<file path="src/rtl/reg_writeback_arbiter.sv">
// Write-back arbiter feeding the register file's single write port: ALU results win,
// memory loads bypass or queue in an in-order FIFO. Optional forwarding via WB_FORWARD_EN.
module reg_writeback_arbiter #(
   parameter int unsigned DEPTH = 4,
   parameter int unsigned AW    = 3,
   parameter int unsigned DW    = 16
) (
   input  logic                       clk,
   input  logic                       rst,
   input  logic                       alu_valid,
   input  logic [AW-1:0]              alu_adr,
   input  logic [DW-1:0]              alu_data,
   input  logic                       mem_valid,
   output logic                       mem_ready,
   input  logic [AW-1:0]              mem_adr,
   input  logic [DW-1:0]              mem_data,
   output logic [AW-1:0]              W_Adr,
   output logic                       we,
   output logic [DW-1:0]              W,
   output logic [$clog2(DEPTH):0]     fifo_count,
   output logic                       wb_busy
`ifdef WB_FORWARD_EN
   ,
   input  logic [AW-1:0]              fwd_r_adr,
   input  logic [AW-1:0]              fwd_s_adr,
   output logic                       fwd_r_hit,
   output logic [DW-1:0]              fwd_r_data,
   output logic                       fwd_s_hit,
   output logic [DW-1:0]              fwd_s_data
`endif
);

   localparam int unsigned PW = (DEPTH > 1) ? $clog2(DEPTH) : 1;
   localparam int unsigned CW = $clog2(DEPTH) + 1;

   typedef struct packed {
      logic [AW-1:0] adr;
      logic [DW-1:0] data;
   } wb_entry_t;

   wb_entry_t         fifo_mem [DEPTH];
   logic [PW-1:0]     rd_ptr, rd_ptr_n;
   logic [PW-1:0]     wr_ptr, wr_ptr_n;
   logic [CW-1:0]     count, count_n;
   logic              we_n;
   wb_entry_t         stage, stage_n;
   wb_entry_t         alu_entry, mem_entry;
   logic              accept, pop, bypass, push;

   assign alu_entry  = '{adr: alu_adr, data: alu_data};
   assign mem_entry  = '{adr: mem_adr, data: mem_data};

   assign mem_ready  = !rst && (count < CW'(DEPTH));
   assign fifo_count = count;
   assign wb_busy    = we || (count != '0);
   assign W_Adr      = stage.adr;
   assign W          = stage.data;

   // Priority: ALU, then FIFO head, then a freshly accepted load straight through.
   always_comb begin
      accept   = mem_valid && mem_ready;
      pop      = !alu_valid && (count != '0);
      bypass   = !alu_valid && (count == '0) && accept;
      push     = accept && !bypass;
      we_n     = 1'b0;
      stage_n  = stage;
      rd_ptr_n = rd_ptr;
      wr_ptr_n = wr_ptr;
      count_n  = count;

      if (alu_valid) begin
         we_n    = 1'b1;
         stage_n = alu_entry;
      end else if (pop) begin
         we_n    = 1'b1;
         stage_n = fifo_mem[rd_ptr];
      end else if (bypass) begin
         we_n    = 1'b1;
         stage_n = mem_entry;
      end

      if (pop)  rd_ptr_n = rd_ptr + PW'(1);
      if (push) wr_ptr_n = wr_ptr + PW'(1);

      case ({push, pop})
         2'b10:   count_n = count + CW'(1);
         2'b01:   count_n = count - CW'(1);
         default: count_n = count;
      endcase
   end

   // Write stage, pointers and occupancy; reset drops anything queued.
   always_ff @(posedge clk) begin
      if (rst) begin
         we     <= 1'b0;
         stage  <= '0;
         rd_ptr <= '0;
         wr_ptr <= '0;
         count  <= '0;
      end else begin
         we     <= we_n;
         stage  <= stage_n;
         rd_ptr <= rd_ptr_n;
         wr_ptr <= wr_ptr_n;
         count  <= count_n;
      end
   end

   // Payload storage carries no reset; validity comes from count alone.
   always_ff @(posedge clk) begin
      if (push) fifo_mem[wr_ptr] <= mem_entry;
   end

`ifdef WB_FORWARD_EN
   assign fwd_r_hit  = we && (W_Adr == fwd_r_adr);
   assign fwd_r_data = fwd_r_hit ? W : '0;
   assign fwd_s_hit  = we && (W_Adr == fwd_s_adr);
   assign fwd_s_data = fwd_s_hit ? W : '0;
`endif

endmodule

</file>
<file path="config.mk">
export PLATFORM = sky130hd
export DESIGN_NAME = reg_writeback_arbiter
export DESIGN_NICKNAME = d
export VERILOG_FILES = /design/src/rtl/reg_writeback_arbiter.sv
export SDC_FILE = /design/constraint.sdc
export NUM_CORES = 1
export LEC_CHECK = 0
export ABC_AREA = 0
export CORE_MARGIN = 4
export CORE_UTILIZATION = 40
export CTS_CLUSTER_SIZE = 12
export DETAILED_ROUTE_END_ITERATION = 12
export PLACE_DENSITY = 0.64
export SYNTH_ARGS = -nofsm -noshare
export SYNTH_HDL_FRONTEND = slang
export SYNTH_SLANG_ARGS = --single-unit
</file>
<file path="constraint.sdc">
create_clock -name clk -period 4.1 [get_ports clk]
set_input_delay 1.23 -clock clk [delete_from_list [all_inputs] [get_ports clk]]
set_output_delay 1.23 -clock clk [all_outputs]
set_load 0.01 [all_outputs]
</file>
==> out/metrics.cfg <==
[run_status]
status = finished, final reports clean

[power]
power_frac_seq_pct = 48.1
intPower_w = 0.001908
peakVddDrop_v = 0.0005211
power_density_nw_per_um2 = 528.9
power_switching_w = 0.0009020
power_w = 0.002810
power.share.switching_pct = 32.10
combPwrFrac_pct = 32.2
power.share.clock_pct = 19.7
p_leak_nw = 1.686

[finish]
n_fill_cell = 915
num_antenna_cells = 0
nets = 388
final_area_um2 = 5313
layout-area-overhead-vs-synth_pct = 22.05
stdcell_count = 481
drive_gt1_share_pct = 19.42

[global_routing]
grt_pass1_wl_um = 16020
grt_start_max_net_pins = 30
gr-total-overflow = 0
antenna_found_initial = 0
grt_pass1_vias = 2901
grt_usage_pct = 16.30

[worst_setup_path]
worst-path-max-fanout = 3
crit_required_ns = 2.87
worst-path-buf-inv = 2
start_kind = input port
cpPeakStageDelay_ns = 0.54
worstSetupPathType = in -> out
crit_top_cell = clkdlybuf4s50_1
crit_family = buffers and inverters
path_cells = clkdlybuf4s50_1 > nor2_1 > clkdlybuf4s50_1
crit_slowest_cell = clkdlybuf4s50_1
worst_ep_arrival_time_ns = 2.36
end_kind = primary output

[synthesis]
synth_area_leaders = edfxtp_1 (52%), dfxtp_1 (13%), mux4_2 (9.8%), a311oi_1 (3.8%), a22oi_1 (3.1%)
syn-cell-area_um2 = 4353
yosys.area.top_type = edfxtp_1
synth_cell_types = 35
syn_inst = 271
syn_nets = 319
yosysSeqAreaShare_pct = 65.77
netlist.area_leader.share_pct = 52.43
synth-seq-cells = 105
syn_avg_cell_area_um2 = 16.06
ys_warn_count = 0

[drt]
drc_errors = 0
drt_pass1_iterations = 5
vias = 2727
ant_nets = 0
routed_via_density = 5.669
routed_wl_um = 9912
drt_iter0_drc = 179
avgRoutedWirePerCell_um = 20.61

[die]
die_x_um = 112.3
rows = 37
dieHeight_um = 112.3
start_util_pct = 41.60
die-area_um2 = 12620
design.core.area_um2 = 10460
io_pins = 67

[sta]
fin_tns_setup_ns = 0
min_period_ns = 3.587
setup_viol = 0
rsz0062_at_grt = false
slew_viol_final = 0
post-route-period-util_pct = 87.49
fin_worst_skew_ns = 0.01460
fmax_mhz = 278.8
slew_headroom_pct = 31.89
worst_hold_slack_ns = 0.5247
hold_viol_final = 0
tightest_slew_ns = 1.020

[cts]
cts_htree_levels = 3
worstSkewPairLatency_ns = 0.35
post_cts_buffers = 0
cts_root_buf = clkbuf_8
cts_resized = 0
cts_made_buffers = 9
cts_hold_buf = 0
clk_pin_slew_ns = 0.09
clockBufferDepth = 2
cts_tree = built
cts_sinks = 105

[placed_design]
place.gp.congestion = 0.7016
port_buffers = 66
dpl.cell_count = 465
place_area_um2 = 5146
dp_hpwl_um = 6389

[run]
cap_violations = 0

[min_path]
min_path_type = reg -> reg

-- sequential cells by signal, indices dropped and copies added, names as in the netlist, named ones only --
| register | flops |
|---|---|
| fifo_mem | 76 |
| W | 16 |
| W_Adr | 3 |
| fifo_count | 3 |
| rd_ptr | 2 |
| wr_ptr | 2 |
| we | 1 |
-- layout by cell type, fill, tap and decap left out, types with 2 or more instances in the layout --
cell             instances
a21oi_1                  7
a22oi_1                 18
a311oi_1                19
and3_1                   4
buf_4                   15
clkbuf_1                 2
clkbuf_8                 9
clkdlybuf4s50_1         66
clkinvlp_4               3
dfxtp_1                 29
edfxtp_1                76
ha_1                     5
inv_1                    4
mux4_2                  19
nand2_1                  2
nand3_1                 22
nor2_1                   4
nor3_1                   7
nor3_2                  13
o21ai_0                  5
or3_2                    2
-- logic make-up after synthesis --
family / after synthesis / synth area share, %
xor gates and xnor gates: 2 / 0.4025
muxes: 20 / 10.06
DFF: 105 / 65.77
and+or+nand+nor: 61 / 9.457
buffers and inverters: 27 / 3.937
adders and majority gates: 6 / 1.897
AOI/OAI and AO/OA: 50 / 8.479
-- Yosys cell counts (all sizes together) --
library cell and instances:
edfxtp 76, dfxtp 29, nand3 22, nor3 20
a311oi 19, mux4 19, a22oi 18, buf 13
clkbuf 10, a21oi 7, ha 5, o21ai 5
and3 4, inv 4, nor2 4, nand2 3
or3 2, or4 2, fa 1, mux2i 1
nand2b 1, nor3b 1, nor4 1, o31ai 1
or3b 1, xnor2 1, xor2 1
-- power groups by stage --
stage / sequential [W] / clock [W] / combinational [W]
4_1_cts: 0.00136 / 0.000567 / 0.000916
3_5_place_dp: 0.00138 / 0 / 0.000913
5_1_grt: 0.00137 / 0.000616 / 0.000980
3_3_place_gp: 0.00137 / 0 / 0.000898
6_report: 0.00135 / 0.000554 / 0.000904
2_1_floorplan: 0.00137 / 0 / 0.000594
-- per-stage QoR --
step / worst slack, ns / util [%]
5_1_grt: 0.4288 / 50.78
6_report: 0.5129 / 50.78
3_3_place_gp: 0.5209 / 49.19
3_5_place_dp: 0.5104 / 49.19
2_1_floorplan: 0.8213 / -
4_1_cts: 0.4972 / 50.78
-- metal layers --
metal  vias to the layer above  global-route usage, %  part of all wire (%)
met4                         0                  4.006                  0.71
met2                        81                  28.05                    52
met3                         6                  3.342                   4.7
li1                       1235                      -                     -
met1                      1405                  21.23                    43
met5                         -                      0                     0
-- final timing paths --
| path | startpoint | endpoint | slack, ns | depth (start not counted) |
|---|---|---|---|---|
| worst max-delay path | rst | mem_ready | 0.51 | 3 |
| worst min-delay path | rd_ptr[0] | rd_ptr[0] | 0.52 | 2 |
| worst max register to register | fifo_count[2] | fifo_count[2] | 1.60 | 7 |
| worst min register to register | rd_ptr[0] | rd_ptr[0] | 0.52 | 2 |
-- tightest hold or removal path, delay by kind of cell, from the launching register on --
kind,cells,cell delay (ns)
AO/OA/AOI/OAI,2,0.17
flip-flops,1,0.31
-- area by class of cell --
type | count | area (um2) | share of cell area [%]
inverters | 4 | 15.01 | 0.2826
clock buffers | 11 | 131.4 | 2.473
repair buffers | 81 | 773.2 | 14.55
clock inverters | 5 | 35.03 | 0.6594
well taps | 136 | 170.2 | 3.203
multi-input cells | 139 | 1325 | 24.94
flip-flops and latches | 105 | 2863 | 53.89
Power figures use the tool's default switching activity.
